File: config.mk
export PLATFORM = sky130hd
export DESIGN_NAME = eight_bit_seq_divider
export DESIGN_NICKNAME = d
export VERILOG_FILES = /design/src/rtl/div_pkg.sv /design/src/rtl/div_step.sv /design/src/rtl/eight_bit_seq_divider.sv
export SDC_FILE = /design/constraint.sdc
export NUM_CORES = 1
export LEC_CHECK = 0
export ABC_AREA = 1
export ABC_CLOCK_PERIOD_IN_PS = 5300
export BUFFER_PORTS_ARGS = -buffer_cell sky130_fd_sc_hd__buf_4
export CORE_MARGIN = 2
export CORE_UTILIZATION = 45
export DETAILED_ROUTE_END_ITERATION = 12
export PLACE_DENSITY_LB_ADDON = 0.15
export SLEW_MARGIN = 20
export SYNTH_ARGS = -nofsm -noshare
export SYNTH_HDL_FRONTEND = slang
export SYNTH_HIERARCHICAL = 1
export SYNTH_SLANG_ARGS = --single-unit
export TNS_END_PERCENT = 10
File: constraint.sdc
create_clock -name clock -period 5.3 [get_ports clock]
set_input_delay 1.325 -clock clock [delete_from_list [all_inputs] [get_ports clock]]
set_output_delay 1.325 -clock clock [all_outputs]
set_load 0.05 [all_outputs]
File: src/rtl/div_pkg.sv
// Shared constants and state encoding for the 8-bit sequential divider.
package div_pkg;

  localparam int unsigned DIV_WIDTH = 8;
  localparam int unsigned DIV_STEPS = 8;
  localparam int unsigned CNT_WIDTH = 4;

  typedef enum logic [1:0] {
    IDLE = 2'd0,
    RUN  = 2'd1,
    DONE = 2'd2
  } state_t;

  // Two's complement negation at divider width.
  function automatic logic [DIV_WIDTH-1:0] neg8(input logic [DIV_WIDTH-1:0] x);
    return DIV_WIDTH'(~x + DIV_WIDTH'(1));
  endfunction

endpackage

File: src/rtl/div_step.sv
// One restoring-division step: shift {r,q} left, trial-subtract divisor, restore on borrow.
module div_step
  import div_pkg::*;
(
  input  logic [DIV_WIDTH:0]   r,
  input  logic [DIV_WIDTH-1:0] q,
  input  logic [DIV_WIDTH-1:0] divisor,
  output logic [DIV_WIDTH:0]   r_next,
  output logic [DIV_WIDTH-1:0] q_next
);

  logic [DIV_WIDTH:0] r_sh;
  logic [DIV_WIDTH:0] t;

  // r stays below divisor, so dropping its top bit on the shift loses nothing.
  always_comb begin
    r_sh = (DIV_WIDTH + 1)'({r, q[DIV_WIDTH-1]});
    t    = r_sh - {1'b0, divisor};
    if (!t[DIV_WIDTH]) begin
      r_next = t;
      q_next = {q[DIV_WIDTH-2:0], 1'b1};
    end else begin
      r_next = r_sh;
      q_next = {q[DIV_WIDTH-2:0], 1'b0};
    end
  end

endmodule

File: src/rtl/eight_bit_seq_divider.sv
// 8-bit multi-cycle restoring divider: IDLE/RUN/DONE FSM around div_step.
// Define DIV_SIGNED_EN for two's complement operands (magnitude core + sign fix-up).
module eight_bit_seq_divider
  import div_pkg::*;
(
  input  logic                 clock,
  input  logic                 resetn,
  input  logic                 ctrl_div,
  input  logic [DIV_WIDTH-1:0] data_operandA,
  input  logic [DIV_WIDTH-1:0] data_operandB,
  output logic [DIV_WIDTH-1:0] data_result,
  output logic [DIV_WIDTH-1:0] data_remainder,
  output logic                 data_exception,
  output logic                 data_resultRDY,
  output logic                 busy
);

  state_t               state;
  logic [CNT_WIDTH-1:0] cnt;
  logic [DIV_WIDTH:0]   rem;
  logic [DIV_WIDTH-1:0] quo;
  logic [DIV_WIDTH-1:0] dvs;
  logic [DIV_WIDTH:0]   rem_nx;
  logic [DIV_WIDTH-1:0] quo_nx;
  logic [DIV_WIDTH-1:0] mag_a;
  logic [DIV_WIDTH-1:0] mag_b;
  logic [DIV_WIDTH-1:0] q_fix;
  logic [DIV_WIDTH-1:0] r_fix;
  logic                 ovf_fix;

  div_step u_step (
    .r       (rem),
    .q       (quo),
    .divisor (dvs),
    .r_next  (rem_nx),
    .q_next  (quo_nx)
  );

`ifdef DIV_SIGNED_EN
  logic q_neg;
  logic r_neg;
  logic ovf;

  // Core works on magnitudes; signs are reapplied as the result is registered.
  always_comb begin
    mag_a   = data_operandA[DIV_WIDTH-1] ? neg8(data_operandA) : data_operandA;
    mag_b   = data_operandB[DIV_WIDTH-1] ? neg8(data_operandB) : data_operandB;
    q_fix   = q_neg ? neg8(quo_nx) : quo_nx;
    r_fix   = r_neg ? neg8(rem_nx[DIV_WIDTH-1:0]) : rem_nx[DIV_WIDTH-1:0];
    ovf_fix = ovf;
  end

  always_ff @(posedge clock or negedge resetn) begin
    if (!resetn) begin
      q_neg <= 1'b0;
      r_neg <= 1'b0;
      ovf   <= 1'b0;
    end else if (state == IDLE && ctrl_div) begin
      q_neg <= data_operandA[DIV_WIDTH-1] ^ data_operandB[DIV_WIDTH-1];
      r_neg <= data_operandA[DIV_WIDTH-1];
      ovf   <= (data_operandA == 8'h80) && (data_operandB == 8'hFF);
    end
  end
`else
  always_comb begin
    mag_a   = data_operandA;
    mag_b   = data_operandB;
    q_fix   = quo_nx;
    r_fix   = rem_nx[DIV_WIDTH-1:0];
    ovf_fix = 1'b0;
  end
`endif

  always_ff @(posedge clock or negedge resetn) begin
    if (!resetn) begin
      state          <= IDLE;
      cnt            <= '0;
      rem            <= '0;
      quo            <= '0;
      dvs            <= '0;
      data_result    <= '0;
      data_remainder <= '0;
      data_exception <= 1'b0;
      data_resultRDY <= 1'b0;
      busy           <= 1'b0;
    end else begin
      case (state)
        IDLE: begin
          data_resultRDY <= 1'b0;
          busy           <= 1'b0;
          if (ctrl_div) begin
            dvs            <= mag_b;
            cnt            <= '0;
            busy           <= 1'b1;
            data_exception <= 1'b0;
            if (data_operandB == '0) begin
              // Divide-by-zero short-circuits straight to DONE.
              data_result    <= '0;
              data_remainder <= data_operandA;
              data_exception <= 1'b1;
              data_resultRDY <= 1'b1;
              state          <= DONE;
            end else begin
              rem   <= '0;
              quo   <= mag_a;
              state <= RUN;
            end
          end
        end
        RUN: begin
          rem <= rem_nx;
          quo <= quo_nx;
          cnt <= cnt + CNT_WIDTH'(1);
          if (cnt == CNT_WIDTH'(DIV_STEPS - 1)) begin
            data_result    <= q_fix;
            data_remainder <= r_fix;
            data_exception <= ovf_fix;
            data_resultRDY <= 1'b1;
            state          <= DONE;
          end
        end
        DONE: begin
          data_resultRDY <= 1'b0;
          busy           <= 1'b0;
          state          <= IDLE;
        end
        default: state <= IDLE;
      endcase
    end
  end

endmodule

==> results of run 1 <==
[sequential cells by signal, indices dropped and copies added (netlist names)]
signal          count
data_resultRDY      1
quo                 8
cnt                 4
busy                1
rem                 8
dvs                 8
data_remainder      8
data_exception      1
data_result         8
state               2
[cell type report]
cell class	count	area [µm²]	share of cell area [%]
well taps	77	96.3	2.91
inverters	51	191	5.78
flip-flops and latches	49	1230	37.0
multi-input cells	279	1400	42.2
clock inverters	3	46.3	1.40
clock buffers	5	68.8	2.08
repair buffers	38	285	8.61
[metal layers]
| layer | GRT usage [%] | up-vias | part of all wire, % |
|---|---|---|---|
| li1 | - | 1278 | - |
| met1 | 26.9 | 1160 | 50 |
| met2 | 31.6 | 41 | 45 |
| met3 | 3.60 | 5 | 3.8 |
| met4 | 3.90 | 0 | 0.93 |
| met5 | 0 | - | 0 |
[power by group through the flow]
| stage | Combinational, mW | Sequential, mW | Clock [mW] |
|---|---|---|---|
| final | 1.41 | 0.643 | 0.273 |
| after global routing | 1.60 | 0.664 | 0.303 |
| after floorplan | 0.960 | 0.828 | 0 |
| after detailed placement | 1.42 | 0.648 | 0 |
| after global placement | 1.39 | 0.645 | 0 |
| after CTS | 1.42 | 0.644 | 0.283 |
[worst register-to-register path, cell delays in order, from the launching register on]
cell and delay, ns:
dfrtp_1 0.40, inv_1 0.06, ha_1 0.22, fa_1 0.37
inv_1 0.08, nand2_1 0.07, nand2_1 0.09, and2_4 0.16
nand2_1 0.05, o211ai_1 0.09, ha_1 0.36, inv_1 0.29
nand2_1 0.08, o21ai_0 0.09, nand2_1 0.09, o21ai_0 0.10
nand3_1 0.13, nand2_1 0.13
[layout by cell type (no fill, tap or decap), types with 2 or more instances in the layout]
master,count
a21oi_1,5
buf_4,38
clkbuf_8,5
dfrtp_1,49
ha_1,14
inv_1,49
nand2_1,153
nand2_2,3
nand2_4,4
nand3_1,37
nand3b_1,10
nor2_1,15
nor3_1,2
o21ai_0,24
or2_1,2
[metrics by stage]
stage / utilization (%) / total power [mW] / setup WS (ns)
finish: 52.2 / 2.33 / 2.40
global route: 52.2 / 2.57 / 2.09
CTS: 52.2 / 2.35 / 2.40
detailed placement: 50.3 / 2.07 / 2.43
global placement: 50.3 / 2.04 / 2.45
floorplan: - / 1.79 / 2.89
[path summary, 6_finish.rpt]
path                                                from                       endpoint  slack [ns]  cells past startpoint
hold reg to reg            data_remainder[5]$_DFFE_PN0P_  data_remainder[5]$_DFFE_PN0P_        0.48                      2
setup reg to reg                      quo[7]$_DFFE_PN0P_  data_remainder[0]$_DFFE_PN0P_        2.40                     17
setup / recovery                      quo[7]$_DFFE_PN0P_  data_remainder[0]$_DFFE_PN0P_        2.40                     17
min in group asynchronous                         resetn  data_remainder[2]$_DFFE_PN0P_        1.04                      1
max in group asynchronous                         resetn             rem[0]$_DFFE_PN0P_        3.84                      1
hold / removal             data_remainder[5]$_DFFE_PN0P_  data_remainder[5]$_DFFE_PN0P_        0.48                      2
==> flow_metrics.tcl, run 1 <==
set metrics [dict create \
    vdd_drop_max_uv 320 \
    grt_max_degree 50 \
    total_leakage_power_nw 1.90 \
    p_sw_mw 1.20 \
    post-place-cells 494 \
    dieHeight_um 84.9 \
    first_global_vias 2414 \
    drt-initial-drc-count 159 \
    max_stage_delay_ns 0.40 \
    area_growth_pct 12.5 \
    grt_usage_pct 19.3 \
    fin_cells 502 \
    cts_tree "yes" \
    cts_hold_buf 0 \
    rsz0062_at_grt "no" \
    post_cts_buffers 0 \
    pwr-share-seq_pct 27.6 \
    grt_overflow 0 \
    numClockSinks 49 \
    vias 2484 \
    crit_type "reg2reg" \
    outcome "completed" \
    placementRows 29 \
    core-area_um2 6350 \
    syn_inst 399 \
    relSlewSlack_pct 49.5 \
    cts_root_buffer "clkbuf_8" \
    clk_latency_ns 0.31 \
    numCtsBuffers 5 \
    path_cells "inv_1, ha_1, fa_1, inv_1, nand2_1, nand2_1, and2_4, nand2_1, o211ai_1, ha_1, inv_1, nand2_1, o21ai_0, nand2_1, o21ai_0, nand3_1, nand2_1" \
    cp-end-kind "register" \
    yosys_warnings 6 \
    synth.avg_cell_area_um2 7.38 \
    ant_nets 0 \
    fmax_mhz 344 \
    period_needed_ns 2.90 \
    place.gp.congestion 0.811 \
    die_x_um 84.9 \
    syn_nets 433 \
    clock_skew_ns 0.0148 \
    die_area_um2 7210 \
    powerDensity_nw_per_um2 704 \
    period_share_pct 54.8 \
    ios 38 \
    cp.arrival_ns 3.16 \
    layout-drive-gt1-share_pct 13.6 \
    place_hpwl_mm 4.57 \
    layout.nets 458 \
    final-setup-viol-count 0 \
    drv_slew 0 \
    p_int_mw 1.14 \
    critPathTopFamily "adder cells" \
    netlist_area_um2 2940 \
    hold_slack_ns 0.478 \
    route.detailed.wl_per_inst_um 12.7 \
    grt_pass1_wl_mm 11.2 \
    htreeDepth 2 \
    cp-start-kind "register" \
    hold_class "reg2reg" \
    cp_common_cell "nand2_1" \
    design_area_um2 3310 \
    drc 0 \
    power_frac_comb_pct 60.7 \
    insertedDiodeCount 0 \
    critPathBufInv 3 \
    cp.required_ns 5.55 \
    postPlaceCellArea_um2 3200 \
    max_cap_violations 0 \
    clk_pin_slew_ns 0.10 \
    antenna_found_initial 0 \
    switching_share_pct 51.3 \
    fillers 634 \
    dr.pass1.iters 4 \
    viasPerCell 4.95 \
    wl_mm 6.36 \
    cts_max_path_buffers 2 \
    cp_slowest_cell "dfrtp_1" \
    port_buffers 37 \
    pwr-share-clk_pct 11.7 \
    hold_viol 0 \
    cts_resized 0 \
    worst_pin_slew_ns 0.758 \
    cp_max_fo 11 \
    tns_ns 0 \
    initial_core_util_pct 46.4 \
]
Note: power is estimated with default switching activity, not from simulation.
==> inputs of run 2 (changes only) <==
- ABC_AREA: 1 -> 0
- ABC_CLOCK_PERIOD_IN_PS: 5300 -> 2600
- clock period: 5.3 -> 2.6 ns (I/O delays scaled with it)
==> flow_metrics.tcl, run 2 <==
set metrics [dict create \
    outcome "finished, violations left" \
    violations "setup timing" \
    vdd_drop_max_uv 612 \
    total_leakage_power_nw 1.72 \
    layout.nets 365 \
    cp.required_ns 2.80 \
    htreeDepth 2 \
    viasPerCell 5.50 \
    final_cell_mix "buf_4 (70), dfrtp_1 (49), mux2_2 (34), inv_1 (20), nand2_1 (18)" \
    grt_usage_pct 19.8 \
    clk_latency_ns 0.31 \
    yosys_warnings 6 \
    fmax_mhz 353 \
    numClockSinks 49 \
    clock_skew_ns 0.0107 \
    final-setup-viol-count 9 \
    dr.pass1.iters 4 \
    syn_nets 302 \
    relSlewSlack_pct 57.5 \
    place.gp.congestion 0.871 \
    cp_slowest_cell "dfrtp_1" \
    cp_max_fo 4 \
    die_area_um2 7200 \
    period_needed_ns 2.84 \
    tns_ns -1.61 \
    ios 38 \
    drt-initial-drc-count 79 \
    syn_inst 268 \
    hold_viol 0 \
    route.detailed.wl_per_inst_um 15.9 \
    finalWorstSetupSlack_ns -0.237 \
    cp.arrival_ns 3.04 \
    insertedDiodeCount 0 \
    area_growth_pct 25.2 \
    place_hpwl_mm 4.62 \
    rsz0062_at_grt "yes" \
    max_cap_violations 0 \
    cp-end-kind "register" \
    layout-drive-gt1-share_pct 44.6 \
    initial_core_util_pct 46.3 \
    max_stage_delay_ns 0.42 \
    ant_nets 0 \
    port_buffers 37 \
    dieHeight_um 84.9 \
    cp-start-kind "register" \
    power_mw 4.97 \
    crit_type "reg2reg" \
    clk_pin_slew_ns 0.09 \
    worst_pin_slew_ns 0.637 \
    wl_mm 6.50 \
    period_share_pct 109 \
    drc 0 \
    vias 2250 \
    grt_overflow 0 \
    cts_tree "yes" \
    cts_max_path_buffers 2 \
    numCtsBuffers 5 \
    cts_root_buffer "clkbuf_8" \
    hold_class "in2async" \
    antenna_found_initial 0 \
    grt_max_degree 50 \
    final_common_cell "buf_4" \
    powerDensity_nw_per_um2 1350 \
    path_cells "ha_4, fa_2, nor2b_4, o31a_1, o21ai_2, a21oi_2, ha_4, buf_6, buf_6, a21oi_2, mux2i_1, mux2_4, mux2_4" \
    drv_slew 0 \
    core-area_um2 6350 \
    critPathBufInv 2 \
    cts_hold_buf 0 \
    die_x_um 84.9 \
    grt_pass1_wl_mm 11.3 \
    critPathTopFamily "adder cells" \
    synth.avg_cell_area_um2 11.0 \
    first_global_vias 2282 \
    placementRows 29 \
    netlist_area_um2 2940 \
]
==> run 2: timing repair <==
| item | CTS | global route |
|---|---|---|
| cloned | 0 | 0 |
| endpoints found under the setup margin | 17 | 16 |
| pin swaps | 11 | 1 |
| gates resized for setup | 24 | 5 |
| setup buffers | 7 | 0 |
==> run 2: path summary, 6_finish.rpt <==
path / start / end / slack, ns / cells past startpoint
worst max-delay path: dvs[0]$_DFFE_PN0P_ / data_remainder[5]$_DFFE_PN0P_ / -0.24 / 13
max in group asynchronous: resetn / busy$_DFFE_PN0P_ / 1.81 / 1
min in group clock: data_resultRDY$_DFFE_PN0P_ / data_resultRDY$_DFFE_PN0P_ / 0.52 / 1
worst min-delay path: resetn / data_remainder[6]$_DFFE_PN0P_ / 0.35 / 1
worst min register to register: data_resultRDY$_DFFE_PN0P_ / data_resultRDY$_DFFE_PN0P_ / 0.52 / 1
worst max register to register: dvs[0]$_DFFE_PN0P_ / data_remainder[5]$_DFFE_PN0P_ / -0.24 / 13
==> run 2: power breakdown <==
group	switching, mW	internal, mW	leakage, nW
logic	1.67	1.55	1.05
registers	0.219	1.08	0.623
clock network	0.265	0.187	0.0450
==> run 2: metrics by stage <==
step	util (%)	hold WS [ns]	setup slack, ns	cell area [µm²]	std cells
CTS	57.7	0.384	-0.222	3660	409
global route	58.0	0.418	-0.370	3680	409
floorplan	-	0.354	-0.176	2960	268
finish	58.0	0.352	-0.237	3680	409
detailed placement	54.1	0.497	-0.446	3440	394
global placement	54.1	0.491	-0.343	3440	394
==> run 2: metal layers <==
layer	track usage, %	vias to the layer above	share of wire, %
met4	6.78	0	2.0
li1	-	1077	-
met2	31.5	48	46
met5	0	-	0
met1	27.5	1114	48
met3	3.31	11	3.1
==> run 2: final cells by class <==
cell class                 instances  area, µm²
tap                               77       96.3
multi-input combinational        178       1610
fill                             563       2670
inverter                          23       98.8
clock buffer                       6       72.6
timing repair buffer              74        571
sequential                        49       1230
clock inverter                     2       10.0
